## src/rtl/dmem_arb_pkg.sv

```systemverilog
// Shared types and constants for the two-master dmem arbiter.
package dmem_arb_pkg;
  typedef enum logic [1:0] {IDLE, LOCK0, LOCK1} arb_state_t;
  typedef logic master_idx_t;

  localparam int LOCK_CNT_W = 8;
  localparam int WORD_LSB   = 2;
  localparam int NUM_M      = 2;

  function automatic logic addr_in_range(input logic [31:0] addr, input int unsigned depth);
    return ({{WORD_LSB{1'b0}}, addr[31:WORD_LSB]} < 32'(depth));
  endfunction
endpackage

```

## src/rtl/dmem_arbiter_if.sv

```systemverilog
// Master-side handshake and dmem bus for dmem_arbiter; slave = arbiter view.
interface dmem_arbiter_if;
  logic        m0_req,    m1_req;
  logic        m0_we,     m1_we;
  logic [31:0] m0_addr,   m1_addr;
  logic [31:0] m0_wdata,  m1_wdata;
  logic        m0_lock,   m1_lock;
  logic        m0_gnt,    m1_gnt;
  logic        m0_rvalid, m1_rvalid;
  logic [31:0] m0_rdata,  m1_rdata;
  logic        m0_err,    m1_err;
  logic        mem_we;
  logic [31:0] mem_a;
  logic [31:0] mem_wd;
  logic [31:0] mem_rd;

  modport slave (
    input  m0_req, m1_req, m0_we, m1_we, m0_addr, m1_addr,
           m0_wdata, m1_wdata, m0_lock, m1_lock, mem_rd,
    output m0_gnt, m1_gnt, m0_rvalid, m1_rvalid, m0_rdata, m1_rdata,
           m0_err, m1_err, mem_we, mem_a, mem_wd
  );

  modport master (
    output m0_req, m1_req, m0_we, m1_we, m0_addr, m1_addr,
           m0_wdata, m1_wdata, m0_lock, m1_lock, mem_rd,
    input  m0_gnt, m1_gnt, m0_rvalid, m1_rvalid, m0_rdata, m1_rdata,
           m0_err, m1_err, mem_we, mem_a, mem_wd
  );
endinterface

```

## src/rtl/dmem_arb_resp.sv

```systemverilog
// Per-master response register: rvalid/rdata/err one cycle after the grant.
module dmem_arb_resp (
  input  logic        clk,
  input  logic        reset,
  input  logic        gnt_i,
  input  logic        we_i,
  input  logic        in_range_i,
  input  logic [31:0] mem_rd_i,
  output logic        rvalid_o,
  output logic [31:0] rdata_o,
  output logic        err_o
);
  logic        rvalid_d, rvalid_q;
  logic [31:0] rdata_d,  rdata_q;
  logic        err_d,    err_q;

  always_comb begin
    rvalid_d = gnt_i;
    rdata_d  = (gnt_i && !we_i && in_range_i) ? mem_rd_i : 32'h0;
    err_d    = gnt_i && !in_range_i;
  end

  always_ff @(posedge clk or negedge reset) begin
    if (!reset) begin
      rvalid_q <= 1'b0;
      rdata_q  <= 32'h0;
      err_q    <= 1'b0;
    end else begin
      rvalid_q <= rvalid_d;
      rdata_q  <= rdata_d;
      err_q    <= err_d;
    end
  end

  assign rvalid_o = rvalid_q;
  assign rdata_o  = rdata_q;
  assign err_o    = err_q;
endmodule

```

## src/rtl/dmem_arbiter.sv

```systemverilog
// Round-robin two-master arbiter for the single-port dmem.
// Optional bounded bus lock for bursts is built when DMEM_ARB_LOCK_EN is defined.
module dmem_arbiter
  import dmem_arb_pkg::*;
#(
  parameter int DEPTH_WORDS = 64,
  parameter int LOCK_MAX    = 8
) (
  input logic          clk,
  input logic          reset,
  dmem_arbiter_if.slave bus
);
  logic [NUM_M-1:0]       req, we, lock, in_rng, gnt_raw, gnt, rvalid, err;
  logic [NUM_M-1:0][31:0] addr, wdata, rdata;

  assign req   = {bus.m1_req,   bus.m0_req};
  assign we    = {bus.m1_we,    bus.m0_we};
  assign lock  = {bus.m1_lock,  bus.m0_lock};
  assign addr  = {bus.m1_addr,  bus.m0_addr};
  assign wdata = {bus.m1_wdata, bus.m0_wdata};

  for (genvar k = 0; k < NUM_M; k++) begin : g_rng
    assign in_rng[k] = addr_in_range(addr[k], DEPTH_WORDS);
  end

  arb_state_t  state_q, state_d;
  master_idx_t last_q, last_d, sel;

  // A locked owner is the only eligible master; otherwise the non-last master wins ties.
  always_comb begin
    gnt_raw = '0;
    case (state_q)
      LOCK0:   gnt_raw[0] = req[0];
      LOCK1:   gnt_raw[1] = req[1];
      default: begin
        if (&req) gnt_raw[~last_q] = 1'b1;
        else      gnt_raw = req;
      end
    endcase
    gnt    = gnt_raw & {NUM_M{reset}};
    sel    = gnt[1];
    last_d = (|gnt) ? sel : last_q;
  end

`ifdef DMEM_ARB_LOCK_EN
  localparam logic [LOCK_CNT_W-1:0] LOCK_MAX_C = LOCK_CNT_W'(LOCK_MAX);
  logic [LOCK_CNT_W-1:0] cnt_q, cnt_d;
  master_idx_t           own;

  always_comb begin
    state_d = state_q;
    cnt_d   = cnt_q;
    own     = (state_q == LOCK1);
    case (state_q)
      IDLE: begin
        if ((|gnt) && lock[sel] && (LOCK_MAX_C > LOCK_CNT_W'(1))) begin
          state_d = sel ? LOCK1 : LOCK0;
          cnt_d   = LOCK_CNT_W'(1);
        end
      end
      LOCK0, LOCK1: begin
        if (gnt[own]) cnt_d = cnt_q + LOCK_CNT_W'(1);
        // last already equals the owner here, so release hands the next tie to the other master
        if (!req[own] || !lock[own] || (cnt_d >= LOCK_MAX_C)) begin
          state_d = IDLE;
          cnt_d   = '0;
        end
      end
      default: begin
        state_d = IDLE;
        cnt_d   = '0;
      end
    endcase
  end

  always_ff @(posedge clk or negedge reset) begin
    if (!reset) cnt_q <= '0;
    else        cnt_q <= cnt_d;
  end
`else
  logic unused_lock;
  assign unused_lock = ^lock;
  always_comb state_d = IDLE;
`endif

  always_ff @(posedge clk or negedge reset) begin
    if (!reset) begin
      state_q <= IDLE;
      last_q  <= 1'b1;
    end else begin
      state_q <= state_d;
      last_q  <= last_d;
    end
  end

  // With no grant sel is 0, so the bus follows master 0.
  assign bus.mem_a  = addr[sel];
  assign bus.mem_wd = wdata[sel];
  assign bus.mem_we = (|gnt) & we[sel] & in_rng[sel];

  for (genvar k = 0; k < NUM_M; k++) begin : g_resp
    dmem_arb_resp u_resp (
      .clk       (clk),
      .reset     (reset),
      .gnt_i     (gnt[k]),
      .we_i      (we[k]),
      .in_range_i(in_rng[k]),
      .mem_rd_i  (bus.mem_rd),
      .rvalid_o  (rvalid[k]),
      .rdata_o   (rdata[k]),
      .err_o     (err[k])
    );
  end

  assign bus.m0_gnt    = gnt[0];
  assign bus.m1_gnt    = gnt[1];
  assign bus.m0_rvalid = rvalid[0];
  assign bus.m1_rvalid = rvalid[1];
  assign bus.m0_rdata  = rdata[0];
  assign bus.m1_rdata  = rdata[1];
  assign bus.m0_err    = err[0];
  assign bus.m1_err    = err[1];
endmodule

```

## src/flat_wrapper.sv

```systemverilog
// flat-port wrapper written by rule: the top's interface ports become plain ports
module dmem_arbiter_flat import dmem_arb_pkg::*;
#(
  parameter int DEPTH_WORDS = 64,
  parameter int LOCK_MAX    = 8
)
  (clk, reset, bus_m0_req, bus_m1_req, bus_m0_we, bus_m1_we, bus_m0_addr, bus_m1_addr, bus_m0_wdata, bus_m1_wdata, bus_m0_lock, bus_m1_lock, bus_mem_rd, bus_m0_gnt, bus_m1_gnt, bus_m0_rvalid, bus_m1_rvalid, bus_m0_rdata, bus_m1_rdata, bus_m0_err, bus_m1_err, bus_mem_we, bus_mem_a, bus_mem_wd);
  dmem_arbiter_if bus_i ();
  input logic clk;
  input logic reset;
  input wire logic [$bits(bus_i.m0_req)-1:0] bus_m0_req;
  input wire logic [$bits(bus_i.m1_req)-1:0] bus_m1_req;
  input wire logic [$bits(bus_i.m0_we)-1:0] bus_m0_we;
  input wire logic [$bits(bus_i.m1_we)-1:0] bus_m1_we;
  input wire logic [$bits(bus_i.m0_addr)-1:0] bus_m0_addr;
  input wire logic [$bits(bus_i.m1_addr)-1:0] bus_m1_addr;
  input wire logic [$bits(bus_i.m0_wdata)-1:0] bus_m0_wdata;
  input wire logic [$bits(bus_i.m1_wdata)-1:0] bus_m1_wdata;
  input wire logic [$bits(bus_i.m0_lock)-1:0] bus_m0_lock;
  input wire logic [$bits(bus_i.m1_lock)-1:0] bus_m1_lock;
  input wire logic [$bits(bus_i.mem_rd)-1:0] bus_mem_rd;
  output wire logic [$bits(bus_i.m0_gnt)-1:0] bus_m0_gnt;
  output wire logic [$bits(bus_i.m1_gnt)-1:0] bus_m1_gnt;
  output wire logic [$bits(bus_i.m0_rvalid)-1:0] bus_m0_rvalid;
  output wire logic [$bits(bus_i.m1_rvalid)-1:0] bus_m1_rvalid;
  output wire logic [$bits(bus_i.m0_rdata)-1:0] bus_m0_rdata;
  output wire logic [$bits(bus_i.m1_rdata)-1:0] bus_m1_rdata;
  output wire logic [$bits(bus_i.m0_err)-1:0] bus_m0_err;
  output wire logic [$bits(bus_i.m1_err)-1:0] bus_m1_err;
  output wire logic [$bits(bus_i.mem_we)-1:0] bus_mem_we;
  output wire logic [$bits(bus_i.mem_a)-1:0] bus_mem_a;
  output wire logic [$bits(bus_i.mem_wd)-1:0] bus_mem_wd;
  assign bus_i.m0_req = bus_m0_req;
  assign bus_i.m1_req = bus_m1_req;
  assign bus_i.m0_we = bus_m0_we;
  assign bus_i.m1_we = bus_m1_we;
  assign bus_i.m0_addr = bus_m0_addr;
  assign bus_i.m1_addr = bus_m1_addr;
  assign bus_i.m0_wdata = bus_m0_wdata;
  assign bus_i.m1_wdata = bus_m1_wdata;
  assign bus_i.m0_lock = bus_m0_lock;
  assign bus_i.m1_lock = bus_m1_lock;
  assign bus_i.mem_rd = bus_mem_rd;
  assign bus_m0_gnt = bus_i.m0_gnt;
  assign bus_m1_gnt = bus_i.m1_gnt;
  assign bus_m0_rvalid = bus_i.m0_rvalid;
  assign bus_m1_rvalid = bus_i.m1_rvalid;
  assign bus_m0_rdata = bus_i.m0_rdata;
  assign bus_m1_rdata = bus_i.m1_rdata;
  assign bus_m0_err = bus_i.m0_err;
  assign bus_m1_err = bus_i.m1_err;
  assign bus_mem_we = bus_i.mem_we;
  assign bus_mem_a = bus_i.mem_a;
  assign bus_mem_wd = bus_i.mem_wd;
  dmem_arbiter #(.DEPTH_WORDS(DEPTH_WORDS), .LOCK_MAX(LOCK_MAX)) u_core (.clk(clk), .reset(reset), .bus(bus_i));
endmodule
```

## config.mk

```make
export PLATFORM = sky130hd
export DESIGN_NAME = dmem_arbiter_flat
export DESIGN_NICKNAME = d
export VERILOG_FILES = /design/src/rtl/dmem_arb_pkg.sv /design/src/rtl/dmem_arbiter_if.sv /design/src/rtl/dmem_arb_resp.sv /design/src/rtl/dmem_arbiter.sv /design/src/flat_wrapper.sv
export SDC_FILE = /design/constraint.sdc
export NUM_CORES = 1
export LEC_CHECK = 0
export BUFFER_PORTS_ARGS = -buffer_cell sky130_fd_sc_hd__buf_2
export CORE_AREA = 4 4 117 119
export CTS_BUF_LIST = sky130_fd_sc_hd__clkbuf_4
export CTS_CLUSTER_SIZE = 12
export DETAILED_ROUTE_END_ITERATION = 8
export DIE_AREA = 0 0 121 123
export MAX_ROUTING_LAYER = met4
export PLACE_DENSITY = 0.63
export SYNTH_ARGS = -nofsm -noshare
export SYNTH_HDL_FRONTEND = slang
export SYNTH_SLANG_ARGS = --single-unit
```

## constraint.sdc

```tcl
create_clock -name clk -period 2.77 [get_ports clk]
set_input_delay 0.4155 -clock clk [delete_from_list [all_inputs] [get_ports clk]]
set_output_delay 0.4155 -clock clk [all_outputs]
set_load 0.02 [all_outputs]
```

# ---- Word level (Yosys, flattened, before mapping)
# Cells that the tools add are included.
dict set report word_totals {
  out_inout_bits 135
  elab_cells 42
  ff_bits 69
}
dict set report classes {
  muxes 13
  n_reduce_logical 13
  n_bitwise 4
  n_lt_le_gt_ge 5
}
# operator count
set op_table {}
lappend op_table {{2-to-1 mux 32 bit} 6}
lappend op_table {{< comparator 30 x 7 -> 1 bit (second input constant)} 2}
lappend op_table {{logical AND 1 bit} 7}
lappend op_table {{2-to-1 mux 1 bit} 5}
lappend op_table {{zero test 1 bit} 4}
lappend op_table {{< comparator 1 x 2 -> 1 bit (second input constant)} 2}
lappend op_table {{bitwise AND 1 bit} 2}
lappend op_table {{bitwise AND 2 bit} 1}
lappend op_table {{2-to-1 mux 2 bit} 1}
lappend op_table {{AND reduction 2 bit} 1}
lappend op_table {{OR reduction 2 bit} 1}
lappend op_table {{demux 1 bit (select 1 bit)} 1}
lappend op_table {{>= comparator 1 bit (second input constant)} 1}
lappend op_table {{inverter 1 bit} 1}

# ---- Longest topological paths before layout
# Gate-level depths: netlist of the first run.
dict set report logic_depth {
  depth_word 11
  depth_mapped 7
  ltp_nobuf 5
}

# ---- Hierarchy
# Synthesis of the first run repeated with hierarchy kept, for this count alone.
dict set report hier_totals {
  cells_unflattened 388
  area_unflattened_um2 3495.9
}
# mod cells_each n_inst seq_area_each_um2 area_per_inst_um2
set modules_own_cells {}
lappend modules_own_cells {dmem_arb_resp 76 2 850.8 1243.7}
lappend modules_own_cells {dmem_arbiter 236 1 26.3 1008.5}

# ---- Least setup slack after synthesis of the first run
# OpenSTA, ideal clock, no wires.
dict set report synth_path {
  path_type {input to output}
  from {in bus_m0_addr[11]}
  to {out bus_mem_we}
  n_path_buf 0
  cell_stages 4
  slack_ns 0.649
  t_arrival_ns 1.705
  path_cell_list {nor4_1 > nand4_1 > or4b_1 > a21oi_1}
}
dict set report synth_via {
  elab_chain_cells 4
}
# item line_no
set synth_rtl {}
lappend synth_rtl {{start: declaration} flat_wrapper.sv:15} ;# input wire logic [$bits(bus_i.m0_addr)-1:0] bus_m0_addr;
lappend synth_rtl {{< comparator 30 x 7 -> 1 bit} dmem_arb_pkg.sv:11} ;# return ({{WORD_LSB{1'b0}}, addr[31:WORD_LSB]} < 32'(depth));
lappend synth_rtl {{2-to-1 mux 1 bit (not written as such) (2 in series)} dmem_arbiter.sv:99} ;# assign bus.mem_we = (|gnt) & we[sel] & in_rng[sel];
lappend synth_rtl {{bitwise AND 1 bit} dmem_arbiter.sv:99}
lappend synth_rtl {{end: declaration} flat_wrapper.sv:30} ;# output wire logic [$bits(bus_i.mem_we)-1:0] bus_mem_we;
# Every way passes these cells. The select of a mux whose other input is x is not followed.

# ---- Final worst setup path of the first run
dict set report layout_path {
  from {in reset}
  to {out bus_mem_wd[10]}
}
dict set report layout_via {
  elab_chain_cells 3
}
# item line_no
set layout_rtl {}
lappend layout_rtl {{start: declaration} flat_wrapper.sv:10} ;# input logic reset;
lappend layout_rtl {{bitwise AND 2 bit} dmem_arbiter.sv:40} ;# gnt = gnt_raw & {NUM_M{reset}};
lappend layout_rtl {{2-to-1 mux 32 bit (not written as such) (2 in series)} dmem_arbiter.sv:98} ;# assign bus.mem_wd = wdata[sel];
lappend layout_rtl {{end: declaration} flat_wrapper.sv:32} ;# output wire logic [$bits(bus_i.mem_wd)-1:0] bus_mem_wd;
# Every way passes these cells. The select of a mux whose other input is x is not followed.

==> reports/metrics.cfg, run 1 <==
[yosys]
synth_flop_cell=dfrtp_1
synth_warnings=0
synth_area_um2=3180
synth_seq_cells=69
synth_cell_types=22
syn_nets=547
yosysSeqAreaShare_pct=54.3
syn_avg_cell_area_um2=8.40
synth_enable_flop_cells=0
synth_cells=379
async_flop_share_pct=100

[timing]
fin_worst_skew_ns=0.0107
relSlewSlack_pct=55.7
hold_violations=0
tightest_slew_ns=0.664
period_needed_ns=2.63
setup-tns-final_ns=0
rsz0062_at_grt=no
setup_viol=0
final-max-slew-violation-count=0
hold_ws_ns=0.195
max_freq_mhz=381
fin_crit_sh_pct=94.8

[clock_network]
post-cts-setup-buffer-count=0
ctsHoldBuffers=1
cts_sinks=69
clk_latency_ns=0.40
cts_made_buffers=9
clkTransAtPathRegs_ns=0.10
cts_root_buf=clkbuf_4
htreeDepth=3
cts_tree=done
post_cts_resized=0
cts_buffer_depth=2

[pwr]
p_int_w=0.00149
power_w=0.00218
p_per_area_nw_per_um2=433
seqPwrFrac_pct=46.7
p_leak_nw=3.19
irDropWorstVdd_uv=192
p_clk_share_pct=28.2
switching_power_w=0.000694
switching_share_pct=31.8
pwr-share-comb_pct=25.1

[floorplan]
coreArea_um2=12600
die_w_um=121
io_pins=303
rows=41
initial_utilization_pct=25.3
fp.dieH_um=123
dieArea_um2=14900

[worst_hold_path]
hold_path.class=in2reg

[worst_setup_path]
critical-path-max-stage-delay_ns=0.54
critPathArrivalTime_ns=2.21
end_kind=output pin
r2r_setup_slack_ns=1.03
critPathLaunch=reset
crit_end=bus_mem_wd[10]
worst-path-max-fanout=43
crit_buf_inv=5
worstRegToRegCells=5
path_depth=8
critPathTopFamily=buffers and inverters
cp_cell_sequence=dlygate4sd3_1 -> buf_2 -> nand3_2 -> inv_2 -> buf_4 -> nand2_1 -> nand2_1 -> buf_2
r2r-start=u_core.last_q$_DFFE_PN1P_
regToRegEndpoint=u_core.g_resp[0].u_resp.rdata_o[17]$_DFF_PN0_
path_class=in2out
crit_slowest_cell=dlygate4sd3_1
start_kind=input port
required_ns=2.35

[route]
ant_nets=0
drc=0
vias=3536
vias_per_cell=4.12
routedWlPerCell_um=15.3
drt-initial-drc-count=163
routed_wl_mm=13.1
drtPass1Iterations=4

[final_layout]
final_util_pct=40.1
final_common_cell=buf_2
drive_gt1_share_pct=48.7
fin_nets=849
final-seq-area_um2=1730
syn_to_final_growth_pct=58.3
multi_input_area_um2=1350
num-fill-cells=1332
fin_cells=858
diodes=0
final_cell_mix=buf_2 (300), nand2_1 (195), dfrtp_1 (68), and2_1 (64)

[grt]
grt_pass1_vias=3365
grt_usage_pct=17.4
grt_max_degree=66
antenna_found_initial=0
grt_first_pass_wirelength_mm=19.0
grt-ovfl-total=0

[placed_design]
dp.cells=841
place.gp.congestion=0.865
io_buffers=300
hpwl_mm=11.2

[run_status]
status=complete, no violations

[job]
max_cap_violations=0

-- power by group through the flow --
stage	Sequential, W	Combinational (W)	Clock (W)
2_1_floorplan	0.00104	0.000245	0
3_3_place_gp	0.00104	0.000551	0
3_5_place_dp	0.00104	0.000553	0
4_1_cts	0.00102	0.000556	0.000640
5_1_grt	0.00102	0.000599	0.000690
6_report	0.00102	0.000547	0.000615
-- layer usage --
layer	track usage, %	share of wire (%)	vias up
met5	-	0	-
met4	5.88	2.3	0
met3	5.22	9.8	15
met2	29.2	50	195
met1	20.1	38	1553
li1	-	-	1773
-- synthesized netlist by cell type (2+ instances only) --
library cell	number	area (um2)
a21oi_1	2	10.0
and2_1	64	400
buf_1	7	26.3
buf_2	5	25.0
buf_6	3	33.8
clkbuf_1	5	18.8
dfrtp_1	68	1700
inv_1	2	7.51
nand2_1	195	732
nand4_1	2	12.5
nor2_1	4	15.0
nor4_1	9	56.3
nor4_2	4	50.1
-- worst register-to-register path, cell delays in order, from the launching register on --
cell     delay, ns
dfstp_2       0.55
nand2_1       0.08
a31o_2        0.29
nor4_4        0.24
buf_4         0.33
and2_1        0.19
-- state kept, by name, indices dropped and copies added (netlist names) --
| register | count |
|---|---|
| u_core.g_resp.u_resp.err_o | 2 |
| u_core.g_resp.u_resp.rdata_o | 64 |
| u_core.g_resp.u_resp.rvalid_o | 2 |
| u_core.last_q | 1 |
-- area by class of cell --
type,count,area share (%)
clock buffer,9,1.34
clock inverter,7,1.29
inverter,3,0.223
multi-input combinational,287,26.9
sequential,69,34.3
tap,172,4.27
timing repair buffer,311,31.7
-- per-stage QoR --
step           setup slack (ns)  area [um2]
2_1_floorplan             0.649        3180
3_3_place_gp              0.289        4900
3_5_place_dp              0.308        4900
4_1_cts                   0.128        5040
5_1_grt                  0.0114        5040
6_report                  0.144        5040
-- logic make-up (layout without fill, tap and decap cells) --
kind of cell | after synthesis | count (layout) | synth area share, %
DFF | 69 | 69 | 54.3
AOI/OAI and AO/OA | 5 | 5 | 0.943
and+or+nand+nor | 282 | 282 | 41.2
buffers and inverters | 23 | 330 | 3.62
-- worst min-delay path by stage --
stage | slack (ns) | depth (start not counted) | end | start
finish | 0.20 | 2 | u_core.last_q$_DFFE_PN1P_ | bus_m0_req
global route | 0.17 | 2 | u_core.g_resp[1].u_resp.rdata_o[26]$_DFF_PN0_ | bus_mem_rd[26]
CTS | 0.15 | 2 | u_core.last_q$_DFFE_PN1P_ | bus_m0_req
detailed placement | 0.46 | 2 | u_core.g_resp[0].u_resp.rvalid_o$_DFF_PN0_ | reset
global placement | 0.45 | 2 | u_core.g_resp[1].u_resp.err_o$_DFF_PN0_ | reset
floorplan | 0.12 | 0 | u_core.g_resp[0].u_resp.err_o$_DFF_PN0_ | reset
No activity file was read; power rests on OpenSTA's default activity.
==> run 2: changes to the inputs <==
--- a/config.mk
+++ b/config.mk
@@ -7,12 +7,14 @@
 export LEC_CHECK = 0
 export BUFFER_PORTS_ARGS = -buffer_cell sky130_fd_sc_hd__buf_2
-export CORE_AREA = 4 4 117 119
+export CORE_AREA = 4 4 114 116
 export CTS_BUF_LIST = sky130_fd_sc_hd__clkbuf_4
 export CTS_CLUSTER_SIZE = 12
 export DETAILED_ROUTE_END_ITERATION = 8
-export DIE_AREA = 0 0 121 123
+export DIE_AREA = 0 0 118 120
 export MAX_ROUTING_LAYER = met4
-export PLACE_DENSITY = 0.63
+export PLACE_DENSITY = 0.68
+export SLEW_MARGIN = 10
 export SYNTH_ARGS = -nofsm -noshare
 export SYNTH_HDL_FRONTEND = slang
+export SYNTH_HIERARCHICAL = 1
 export SYNTH_SLANG_ARGS = --single-unit
==> constraint.sdc (replaced) <==
create_clock -name clk -period 2.77 [get_ports clk]
set_input_delay 0.1385 -clock clk [delete_from_list [all_inputs] [get_ports clk]]
set_output_delay 0.1385 -clock clk [all_outputs]
set_load 0.02 [all_outputs]
==> reports/metrics.cfg, run 2 <==
[worst_hold_path]
hold_path.class=in2reg
worstHoldEndpoint=u_core/g_resp[1].u_resp/rdata_o[18]$_DFF_PN0_
min_from=bus_mem_rd[18]
whs_path_depth=2  ; unchanged

[yosys]
synth_flop_cell=dfrtp_1
synth_cells=388  ; +2.4%
yosysSeqAreaShare_pct=49.4  ; -4.9 points
synth_area_um2=3500  ; +9.8%
yosysMostFrequentCell=nand2_1
syn_nets=556  ; +1.6%
synth_seq_cells=69  ; unchanged
synth_warnings=6  ; +6
syn_avg_cell_area_um2=9.01  ; +7.3%
synth_enable_flop_cells=0  ; unchanged
async_flop_share_pct=100  ; unchanged
synth_cell_types=18  ; -18%
netlist.area_leader.share_pct=48.7  ; -4.8 points
ys_top_cells_by_count=nand2_1 (198), dfrtp_1 (68), and4b_1 (60)
yosysTopAreaCell=dfrtp_1
synth.top_cells.by_area=dfrtp_1 (49%), nand2_1 (21%), and4b_1 (17%), buf_6 (3.5%), buf_2 (2.9%)

[clock_network]
post_cts_resized=0  ; unchanged
cts_sinks=69  ; unchanged
clkTransAtPathRegs_ns=0.11  ; about the same
cts_buffer_depth=2  ; unchanged
cts_tree=done
htreeDepth=3  ; unchanged
cts_root_buf=clkbuf_4
clk_latency_ns=0.41  ; about the same
cts_made_buffers=9  ; unchanged

[route]
vias_per_cell=4.63  ; +12%
vias=3957  ; +12%
drt-initial-drc-count=311  ; +91%
drtPass1Iterations=4  ; unchanged
ant_nets=0  ; unchanged
drc=0  ; unchanged
routedWlPerCell_um=15.8  ; +3.0%
routed_wl_mm=13.5  ; +2.6%

[timing]
final-max-slew-violation-count=0  ; unchanged
hold_ws_ns=0.0353  ; -0.160 ns
fin_crit_sh_pct=84.4  ; -10 points
setup_viol=0  ; unchanged
rsz0062_at_grt=no
tightest_slew_ns=0.832  ; +0.168 ns
max_freq_mhz=427  ; +12%
hold_violations=0  ; unchanged
fin_worst_skew_ns=0.00838  ; -0.00233 ns
setup-tns-final_ns=0  ; unchanged
period_needed_ns=2.34  ; -0.287 ns
relSlewSlack_pct=44.5  ; -11 points

[pwr]
p_leak_nw=3.45  ; +8.1%
p_per_area_nw_per_um2=397  ; -8.2%
irDropWorstVdd_uv=156  ; -19%

[final_layout]
final_common_cell=buf_2
fin_nets=869  ; +2.4%
largest_reg_flops=64  ; unchanged
syn_to_final_growth_pct=54.3
final_cell_mix=buf_2 (300), nand2_1 (198), dfrtp_1 (68), and4b_1 (60), dlygate4sd3_1 (26)
drive_gt1_share_pct=47.2  ; -1.5 points

[grt]
grt_first_pass_wirelength_mm=20.1  ; +5.7%
grt_pass1_vias=3760  ; +12%
grt-ovfl-total=0  ; unchanged
antenna_found_initial=1  ; +1
grt_usage_pct=18.4  ; +0.97 points
grt_max_degree=70  ; +6.1%

[floorplan]
initial_utilization_pct=29.3  ; +4.0 points
die_w_um=118  ; -2.5%
dieArea_um2=14200  ; -4.9%
coreArea_um2=11900  ; -5.2%
fp.dieH_um=120  ; -2.4%
io_pins=303  ; unchanged
rows=40  ; -2.4%

[worst_setup_path]
crit_slowest_cell=dlygate4sd3_1
crit_buf_inv=5  ; unchanged
critical-path-max-stage-delay_ns=0.53  ; about the same
worst-path-max-fanout=32  ; -26%
critPathArrivalTime_ns=2.20  ; about the same
regToRegEndpoint=u_core/g_resp[1].u_resp/rdata_o[0]$_DFF_PN0_
path_common_cell=nand2_1
r2r_setup_slack_ns=1.10  ; +0.07 ns
worstRegToRegCells=4  ; -1
start_kind=input port
end_kind=output pin
required_ns=2.63  ; +0.28 ns
cp_cell_sequence=dlygate4sd3_1 -> buf_2 -> nand2_1 -> a21o_2 -> inv_2 -> buf_4 -> nand2_1 -> nand2_1 -> buf_2
critPathTopFamily=buffers and inverters
r2r-start=u_core/last_q$_DFFE_PN1P_
path_class=in2out

[run_status]
status=complete, no violations

[placed_design]
io_buffers=300  ; unchanged
hpwl_mm=10.0  ; -11%
place.gp.congestion=0.869  ; +0.45%

[job]
max_cap_violations=0  ; unchanged

## run 2: changes by cell type after synthesis, sizes merged, moves of 3 or more
cell / previous run / this run
and2: 64 / 0
and4b: 0 / 64
buf: 15 / 32
clkbuf: 5 / 0
nand2: 195 / 198
## run 2: repair_timing
| action | 4_1_cts | 5_1_grt |
|---|---|---|
| hold endpoints to repair | 106 | 0 |
| endpoints found under the setup margin | 0 | 0 |
| hold buffers | 26 | 0 |
| setup buffers | 0 | 0 |
## run 2: worst max-delay path by stage
stage,from,endpoint,slack [ns],cells after the start
after global routing,reset,bus_mem_wd[25],0.26,9
after detailed placement,u_core/last_q$_DFFE_PN1P_,bus_mem_wd[25],0.91,6
after CTS,reset,bus_mem_wd[25],0.40,9
after floorplan,u_core/last_q$_DFFE_PN1P_,bus_mem_we,0.82,4
after global placement,u_core/last_q$_DFFE_PN1P_,bus_mem_wd[25],0.92,6
final,reset,bus_mem_wd[25],0.43,9
## run 2: cell type report
| class | instances | area, um2 |
|---|---|---|
| Fill cell | 1189 | 6520 |
| Inverter | 2 | 7.51 |
| Sequential cell | 69 | 1730 |
| Timing Repair Buffer | 334 | 1820 |
| Antenna cell | 2 | 5.00 |
| Clock inverter | 7 | 42.5 |
| Multi-Input combinational cell | 285 | 1540 |
| Clock buffer | 9 | 67.6 |
| Tap cell | 147 | 184 |
## run 2: kinds of logic after synthesis
family	after synthesis	share of synthesized area (%)
AO/OA/AOI/OAI	4	0.751
buffers and inverters	34	6.84
flip-flops	69	49.4
AND/OR/NAND/NOR	281	43.0
## run 2: where the power goes
part	internal (W)	leakage (nW)	switching (W)
Combinational	0.000233	2.44	0.000364
Sequential	0.00102	0.958	0.00000360
Clock	0.000177	0.0591	0.000349
## run 2: routing by layer
metal | routed length (um) | GRT usage, %
met2 | 6650 | 30.4
met1 | 5620 | 22.5
met3 | 1040 | 4.67
met4 | 162 | 5.20
met5 | 0 | -
## run 2: per-stage QoR
stage / total power, W / cell area (um2) / setup slack [ns] / cells / util (%)
after detailed placement: 0.00161 / 5020 / 0.913 / 811 / 42.1
after CTS: 0.00217 / 5390 / 0.396 / 853 / 45.3
after global routing: 0.00225 / 5390 / 0.261 / 854 / 45.3
after global placement: 0.00160 / 5020 / 0.920 / 811 / 42.1
final: 0.00214 / 5400 / 0.431 / 855 / 45.3
after floorplan: 0.00134 / 3500 / 0.822 / 388 / -
==> run 3: changes to the inputs <==
CORE_AREA = 4 4 115 117   (was 4 4 114 116)
DIE_AREA = 0 0 119 121   (was 0 0 118 120)
PLACE_DENSITY = 0.67   (was 0.68)
clock period = 2.25 ns   (was 2.77 ns; I/O delays follow)
==> reports/metrics.cfg, run 3 (synthesis results as in run 2) <==
[final_layout]
final-seq-area_um2=1730  ; unchanged
syn_to_final_growth_pct=59.4
fin_nets=877  ; +0.92%
drive_gt1_share_pct=46.8  ; -0.39 points
final_cell_mix=buf_2 (300), nand2_1 (198), dfrtp_1 (68), and4b_1 (60), dlygate4sd3_1 (33)
largest_reg_flops=64  ; unchanged
final_common_cell=buf_2
multi_input_area_um2=1540  ; unchanged
num-fill-cells=1254  ; +5.5%

[worst_setup_path]
crit_buf_inv=2  ; -3
regToRegEndpoint=u_core/g_resp[1].u_resp/rdata_o[31]$_DFF_PN0_
r2r-start=u_core/last_q$_DFFE_PN1P_
worst-path-max-fanout=64  ; +100%
critical-path-max-stage-delay_ns=0.57  ; +0.04 ns
required_ns=2.14  ; -0.49 ns
end_kind=output pin
worstRegToRegCells=4  ; unchanged
critPathArrivalTime_ns=1.95  ; -0.25 ns
critPathTopFamily=flip-flops
path_class=reg2out
start_kind=flip-flop
crit_slowest_cell=dfstp_2
path_common_cell=nand2_1
cp_cell_sequence=a21o_2 -> buf_6 -> nand2_1 -> nand2_1 -> buf_2
r2r_setup_slack_ns=0.73  ; -0.37 ns

[clock_network]
cts_sinks=69  ; unchanged
clkTransAtPathRegs_ns=0.11  ; about the same
htreeDepth=3  ; unchanged
post-cts-setup-buffer-count=0  ; unchanged
cts_made_buffers=9  ; unchanged
cts_tree=done
cts_buffer_depth=2  ; unchanged
cts_root_buf=clkbuf_4
clk_latency_ns=0.41  ; about the same

[floorplan]
initial_utilization_pct=28.3  ; -1.1 points
dieArea_um2=14400  ; +1.7%
fp.dieH_um=121  ; +0.83%
rows=41  ; +2.5%
die_w_um=119  ; +0.85%
io_pins=303  ; unchanged
coreArea_um2=12400  ; +3.8%

[placed_design]
place_ws_ns=0.468  ; -0.445 ns
io_buffers=300  ; unchanged
hpwl_mm=10.6  ; +5.8%
place.gp.congestion=0.942  ; +8.5%

[grt]
grt_max_degree=70  ; unchanged
grt-ovfl-total=0  ; unchanged
grt_first_pass_wirelength_mm=20.9  ; +3.9%
grt_pass1_vias=3855  ; +2.5%
grt_usage_pct=18.8  ; +0.38 points
antenna_found_initial=3  ; +2

[timing]
final-max-slew-violation-count=0  ; unchanged
setup_viol=0  ; unchanged
max_freq_mhz=486
period_needed_ns=2.06
relSlewSlack_pct=45.5  ; +0.94 points
tightest_slew_ns=0.818  ; -0.0141 ns
setup_ws_ns=0.190  ; -0.240 ns
fin_worst_skew_ns=0.0146  ; +0.00618 ns
hold_violations=0  ; unchanged
hold_ws_ns=0.0276  ; -0.00770 ns
fin_crit_sh_pct=91.5
rsz0062_at_grt=no

[job]
max_cap_violations=0  ; unchanged

[pwr]
p_per_area_nw_per_um2=518  ; +31%
p_leak_nw=3.52  ; +1.8%
irDropWorstVdd_uv=228  ; +46%

[worst_hold_path]
hold_path.class=in2reg
whs_path_depth=2  ; unchanged
worstHoldEndpoint=u_core/g_resp[1].u_resp/rdata_o[30]$_DFF_PN0_
min_from=bus_mem_rd[30]

[route]
vias_per_cell=4.46  ; -3.6%
drt-initial-drc-count=188  ; -40%
routedWlPerCell_um=15.6  ; -1.2%
routed_wl_mm=13.8  ; +2.7%
ant_nets=0  ; unchanged
vias=3968  ; +0.28%
drc=0  ; unchanged
drtPass1Iterations=4  ; unchanged

[run_status]
status=complete, no violations

==> run 3: cell types whose count changed in the layout (fill, tap and decap cells not counted) <==
cell and delta:
buf_12 +1, clkinv_2 -1, dlygate4sd3_1 +7, buf_4 -1, inv_4 +1, inv_2 -1, diode_2 +1, buf_6 +1
clkinvlp_4 -1, bufinv_16 +2
==> run 3: timing repair <==
action,CTS,global route
hold buffers,33,0
endpoints found under the hold margin,126,0
setup endpoints to repair,4,65
resized for setup,0,3
==> run 3: area by class of cell <==
type / instances / area share, %
Timing Repair Buffer: 342 / 34.4
Tap cell: 172 / 3.86
Inverter: 2 / 0.180
Multi-Input combinational cell: 285 / 27.6
Sequential cell: 69 / 31.0
Antenna cell: 3 / 0.135
Clock inverter: 7 / 1.62
Clock buffer: 9 / 1.21
==> run 3: through the flow <==
step	cells	area (um2)	total power [W]	util (%)	TNS (ns)
2_1_floorplan	388	3500	0.00165	-	0
3_5_place_dp	837	5070	0.00199	41.0	0
3_3_place_gp	837	5070	0.00199	41.0	0
6_report	889	5570	0.00289	45.1	0
4_1_cts	886	5560	0.00292	45.0	-0.0185
5_1_grt	889	5570	0.00304	45.1	0
==> run 3: worst max-delay path by stage <==
stage,cells after the start,startpoint,end
final,5,u_core/last_q$_DFFE_PN1P_,bus_mem_wd[20]
after detailed placement,6,u_core/last_q$_DFFE_PN1P_,bus_mem_a[17]
after CTS,6,u_core/last_q$_DFFE_PN1P_,bus_mem_a[17]
after global routing,9,bus_m1_req,bus_mem_a[17]
after global placement,6,u_core/last_q$_DFFE_PN1P_,bus_mem_wd[11]
after floorplan,4,u_core/last_q$_DFFE_PN1P_,bus_mem_we
==> run 3: layer usage <==
metal | part of all wire [%] | wire (um) | track usage, %
met1 | 42 | 5820 | 23.1
met2 | 47 | 6560 | 30.5
met3 | 9.5 | 1320 | 5.78
met4 | 0.96 | 133 | 4.42
met5 | 0 | 0 | -
==> run 3: power breakdown <==
group          switching [W]  internal, W  total, W
logic               0.000459     0.000300  0.000759
clock network       0.000431     0.000445  0.000876
registers         0.00000445      0.00125   0.00125
total               0.000894      0.00200   0.00289
